--- src/rtl/wb_regfile.sv ---
// wb_regfile -- write-back stage and architectural register file.
//
// Selects the write-back value (load data or ALU result) and commits it to
// an NREGS-entry register file with r0 hardwired to zero. It serves two
// combinational read ports with same-cycle write-through bypass, registers
// the committed write for forwarding to EX, and counts retired writes.
//
// Ports:
//   clk, rst            clock; synchronous active-high reset
//   w_write_reg_i       commit this instruction's result
//   w_mem_to_reg_i      1 = write back data_from_mem, 0 = alu_result_i
//   data_from_mem       loaded data from MEM
//   alu_result_i        ALU result from MEM
//   w_des_r_i           destination register
//   raddr1/raddr2       ID-stage read addresses
//   rdata1/rdata2       combinational read data
//   wb_write_reg_o      registered effective write enable
//   wb_des_r_o          registered destination
//   wb_data_o           registered write-back value
//   wb_count_o          committed-write count (wraps)

// One read port: r0 and reset force zero, otherwise bypass the in-flight
// write when it targets the same register, else read the array.
module wb_rf_rdport #(
  parameter int DATA_W = 32,
  parameter int ADDR_W = 5,
  parameter int NREGS  = 32
) (
  input  logic                          rst,
  input  logic [ADDR_W-1:0]             raddr_i,
  input  logic                          we_i,
  input  logic [ADDR_W-1:0]             wdes_i,
  input  logic [DATA_W-1:0]             wdata_i,
  input  logic [NREGS-1:0][DATA_W-1:0]  regs_i,
  output logic [DATA_W-1:0]             rdata_o
);
  always_comb begin
    rdata_o = '0;
    if (rst || raddr_i == '0)
      rdata_o = '0;
    else if (we_i && raddr_i == wdes_i)
      rdata_o = wdata_i;
    else
      rdata_o = regs_i[raddr_i];
  end
endmodule

module wb_regfile #(
  parameter int DATA_W = 32,
  parameter int ADDR_W = 5,
  parameter int NREGS  = 32
) (
  input  logic              clk,
  input  logic              rst,
  input  logic              w_write_reg_i,
  input  logic              w_mem_to_reg_i,
  input  logic [DATA_W-1:0] data_from_mem,
  input  logic [DATA_W-1:0] alu_result_i,
  input  logic [ADDR_W-1:0] w_des_r_i,
  input  logic [ADDR_W-1:0] raddr1,
  input  logic [ADDR_W-1:0] raddr2,
  output logic [DATA_W-1:0] rdata1,
  output logic [DATA_W-1:0] rdata2,
  output logic              wb_write_reg_o,
  output logic [ADDR_W-1:0] wb_des_r_o,
  output logic [DATA_W-1:0] wb_data_o,
  output logic [31:0]       wb_count_o
);
  localparam int NUM_RD = 2;

  logic [DATA_W-1:0]            wb_data;
  logic                         we;
  logic [NREGS-1:0][DATA_W-1:0] regs_q, regs_d;
  logic [31:0]                  cnt_q, cnt_d;
  logic                         fwd_we_q;
  logic [ADDR_W-1:0]            fwd_des_q;
  logic [DATA_W-1:0]            fwd_data_q;

  logic [NUM_RD-1:0][ADDR_W-1:0] raddr;
  logic [NUM_RD-1:0][DATA_W-1:0] rdata;

  assign wb_data = w_mem_to_reg_i ? data_from_mem : alu_result_i;
  // Writes to r0 are dropped here so they neither commit nor count.
  assign we      = w_write_reg_i && (w_des_r_i != '0) && !rst;

  always_comb begin
    regs_d = regs_q;
    if (we)
      regs_d[w_des_r_i] = wb_data;
    regs_d[0] = '0;
  end

  assign cnt_d = we ? cnt_q + 32'd1 : cnt_q;

  always_ff @(posedge clk) begin
    if (rst) begin
      regs_q     <= '0;
      cnt_q      <= '0;
      fwd_we_q   <= 1'b0;
      fwd_des_q  <= '0;
      fwd_data_q <= '0;
    end else begin
      regs_q     <= regs_d;
      cnt_q      <= cnt_d;
      fwd_we_q   <= we;
      fwd_des_q  <= w_des_r_i;
      fwd_data_q <= wb_data;
    end
  end

  assign raddr = {raddr2, raddr1};

  for (genvar p = 0; p < NUM_RD; p++) begin : g_rd
    wb_rf_rdport #(
      .DATA_W (DATA_W),
      .ADDR_W (ADDR_W),
      .NREGS  (NREGS)
    ) u_rd (
      .rst     (rst),
      .raddr_i (raddr[p]),
      .we_i    (we),
      .wdes_i  (w_des_r_i),
      .wdata_i (wb_data),
      .regs_i  (regs_q),
      .rdata_o (rdata[p])
    );
  end

  assign rdata1         = rdata[0];
  assign rdata2         = rdata[1];
  assign wb_write_reg_o = fwd_we_q;
  assign wb_des_r_o     = fwd_des_q;
  assign wb_data_o      = fwd_data_q;
  assign wb_count_o     = cnt_q;
endmodule

--- config.mk ---
export PLATFORM = sky130hd
export DESIGN_NAME = wb_regfile
export DESIGN_NICKNAME = d
export VERILOG_FILES = /design/src/rtl/wb_regfile.sv
export SDC_FILE = /design/constraint.sdc
export NUM_CORES = 2
export LEC_CHECK = 0
export CELL_PAD_IN_SITES_DETAIL_PLACEMENT = 1
export CELL_PAD_IN_SITES_GLOBAL_PLACEMENT = 1
export CORE_MARGIN = 3
export CORE_UTILIZATION = 40
export DETAILED_ROUTE_END_ITERATION = 10
export PLACE_DENSITY_LB_ADDON = 0.1
export SETUP_SLACK_MARGIN = 0.3
export SYNTH_ARGS = -nofsm -noshare
export SYNTH_HDL_FRONTEND = slang
export SYNTH_SLANG_ARGS = --single-unit
--- constraint.sdc ---
create_clock -name clk -period 4.25 [get_ports clk]
set_clock_uncertainty 0.2 [all_clocks]
set_input_delay 0.6375 -clock clk [delete_from_list [all_inputs] [get_ports clk]]
set_output_delay 0.6375 -clock clk [all_outputs]
set_load 0.03 [all_outputs]
==> reports/results.txt <==
Largest net degree at the start of global routing: 196
DIE AREA: 135000 µm²
Worst path required time: 3410 ps
Synthesis Warnings: 0
DR vias: 44000
Vias in the first global route: 44700
Max_slew headroom: 0.192
Worst Hold Path EP: wb_des_r_o[1]$_SDFF_PP0_
VDD IR max: 0.000327 V
Fmax: 252 MHz
Ranking of synthesized cells by area: dfxtp_1 (41%), mux4_2 (16%), a211oi_1 (12%)
Slew at the pin closest to its max-slew limit: 1210 ps
Area Overhead vs Synth: 21.4%
Count of cell types in the netlist: 57
Post-route clock period utilization: 0.932
CTS max path bufs: 3
TritonCTS Buffers: 119
Most numerous cell on the critical path: buf_12
Root buffer cell: clkbuf_16
Power Internal: 17.6 mW
First-pass GRT wire length: 317000 µm
Row count: 132
PortBufs: 216
DRT antenna net count: 0
Power per cell area: 376 nW/µm²
Synth top area share: 0.405
Sw Share: 0.267
Final Max Slew Viols: 0
Top-count cell post-synth: nor2_1
R2R cell count: 6
Worst Path Arrival: 3120 ps
Initial drt markers: 4140
Main synth FF type: dfxtp_1
Critical Path End Type: output port
Hold Crit Start: rst
H-tree levels: 3
Seq pwr share: 0.423
Syn Std Cell Area: 52400 µm²
Final Hold Vio Count: 0
DIE WIDTH: 368 µm
Final setup fails: 0
Clock power frac: 0.459
Clk slew on worst S/H paths: 60 ps
Synth cell count leaders: nor2_1 (1084), dfxtp_1 (1062), a211oi_1 (840)
Placed cell area: 58700 µm²
Worst r2r dst: wb_count_o[30]$_SDFFE_PP0P_
Worst path max stage delay: 520 ps
Die H: 368 µm
Reg2reg setup slack: 1690 ps
PnR worst setup slack: 289 ps
Drt total wl: 216000 µm
Cell count after synthesis: 5069
Core area: 130000 µm²
Total net switching power: 6.39 mW
Share of layout cells above drive strength 1: 0.260
Most area-hungry cell type in the Yosys netlist: dfxtp_1
Final HPWL DP: 140000 µm
Layout fillers: 13700
Finished Cell Area: 63700 µm²
# DRC: 0
Min Clock Period, post-route: 3960 ps
Comb pwr share: 0.118
Initial Util: 0.404
CP Launch Type: primary input
Mean post-synth cell area: 10.3 µm²
Setup CP Type: primary input to output port
Min-delay worst type: primary input to flip-flop
Status: complete, no violations
CTS Sinks: 1062
Worst path slowest cell: o32ai_1
Final Net Count: 5173
RSZ-0062 raised after global routing: true
Post-synth ARST share: 0
Number of flops mapped to enable cells by yosys: 0
Leak: 20.1 nW
Sequential area share after synthesis: 0.405
Crit path cell chain: clkdlybuf4s50_1 > or3_1 > o21ai_4 > nor4_4 > nand2b_2 > buf_12 > o32ai_1 > buf_12
Num ports: 217
Post-DR wirelength/cell: 31.1 µm
1st-pass router iterations: 5
Antenna violations before repair: 6
GP Congestion: 0.853
Area taken by multi-input logic gates: 29800 µm²
TritonCTS clock tree: built
Synthesized Nets: 5153
Vias per cell: 6.34
Remaining Overflow, GRT: 0
Reg area: 21300 µm²
Reg-to-reg startpoint: wb_count_o[5]$_SDFFE_PP0P_
Total track usage: 0.313
Dpl ws: -165 ps
Worst hold path depth: 2
Critical Path Fanout Max: 20
Maxcap violations: 0
Seq cells post-synth: 1062
Worst skew pair latency: 740 ps
per-stage QoR:
stage,setup TNS (ps),hold WS [ps],total power [mW],std cells,util
detailed placement,-687,304,13.0,6704,0.453
floorplan,0,282,11.7,5069,-
finish,0,143,24.0,6934,0.490
CTS,0,86.1,24.1,6931,0.488
global route,0,141,24.6,6932,0.490
global placement,-913,292,13.0,6704,0.453
flip-flops by register name, indices dropped and copies added (netlist names):
| register | count |
|---|---|
| wb_des_r_o | 5 |
| regs_q | 992 |
| wb_write_reg_o | 1 |
| wb_count_o | 32 |
| wb_data_o | 32 |
power by group through the flow:
stage               sequential, mW  combinational, mW  clock (mW)
floorplan                     10.4               1.32           0
global placement              10.3               2.71           0
detailed placement            10.3               2.71           0
CTS                           10.1               2.78        11.2
global route                  10.1               2.92        11.6
finish                        10.1               2.83        11.0
timing repair:
item,in CTS,in global routing
resized for setup,59,35
gates cloned,0,0
pin swaps,4,2
hold buffers,0,0
endpoints found under the setup margin,64,41
buffers inserted,5,1
cell families (layout without fill, tap and decap cells):
| family | Yosys count | after routing | share of synthesized area |
|---|---|---|---|
| flops | 1062 | 1062 | 0.405 |
| compound gates | 1393 | 1393 | 0.220 |
| other cells | 0 | 2 | 0 |
| simple gates | 1320 | 1320 | 0.105 |
| mux | 617 | 617 | 0.210 |
| xor+xnor | 39 | 39 | 0.00651 |
| fa+ha+maj | 1 | 1 | 0.000239 |
| buf+inv | 637 | 758 | 0.0527 |
metal layers:
layer / global-route usage / vias up / share of wire
met4: 0.114 / 6 / 0.036
met3: 0.0562 / 360 / 0.063
met2: 0.497 / 1436 / 0.47
met5: 0 / - / 0.00019
met1: 0.426 / 22700 / 0.43
li1: - / 19400 / -
worst max-delay path: cells and delay by family:
| kind | cells | cell delay (ps) |
|---|---|---|
| compound gates | 2 | 800 |
| simple gates | 3 | 810 |
| buf+inv | 3 | 810 |
area by class of cell:
cell class,instances,area share
repair buffers,534,0.0984
flip-flops and latches,1062,0.334
well taps,1742,0.0342
multi-input cells,3370,0.468
clock inverters,47,0.00920
inverters,2,0.000118
clock buffers,175,0.0557
diodes,2,0.0000786
how the worst max path moves through the flow:
stage | startpoint | to | slack (ps) | cells after the start
floorplan | raddr1[0] | rdata1[10] | 710 | 8
global placement | w_des_r_i[2] | rdata2[26] | -180 | 8
detailed placement | w_des_r_i[2] | rdata2[26] | -170 | 8
CTS | w_des_r_i[2] | rdata2[26] | 250 | 8
global route | w_des_r_i[2] | rdata2[4] | 250 | 8
finish | w_des_r_i[2] | rdata2[4] | 290 | 8
cell usage in the layout (no fill, tap or decap), types with 8 or more instances in the layout:
cell / n
and3_1: 64
xor2_1: 28
nor2b_4: 10
nand2_1: 14
clkdlybuf4s50_1: 142
clkbuf_8: 25
nor2b_1: 11
a211oi_1: 839
bufinv_16: 13
o32ai_1: 8
nor2_1: 1060
nor2_4: 27
mux2_2: 68
xnor2_1: 11
o32ai_4: 16
a22oi_1: 123
a22o_1: 60
o32ai_2: 38
nand3_1: 18
nand4_1: 11
buf_4: 235
mux4_2: 379
clkinv_2: 28
dfxtp_1: 1062
clkbuf_16: 124
mux2i_4: 32
buf_12: 147
nor3_1: 59
a221oi_1: 122
a211oi_2: 158
mux2i_1: 138
clkbuf_1: 26
No activity file was read; power rests on OpenSTA's default activity.
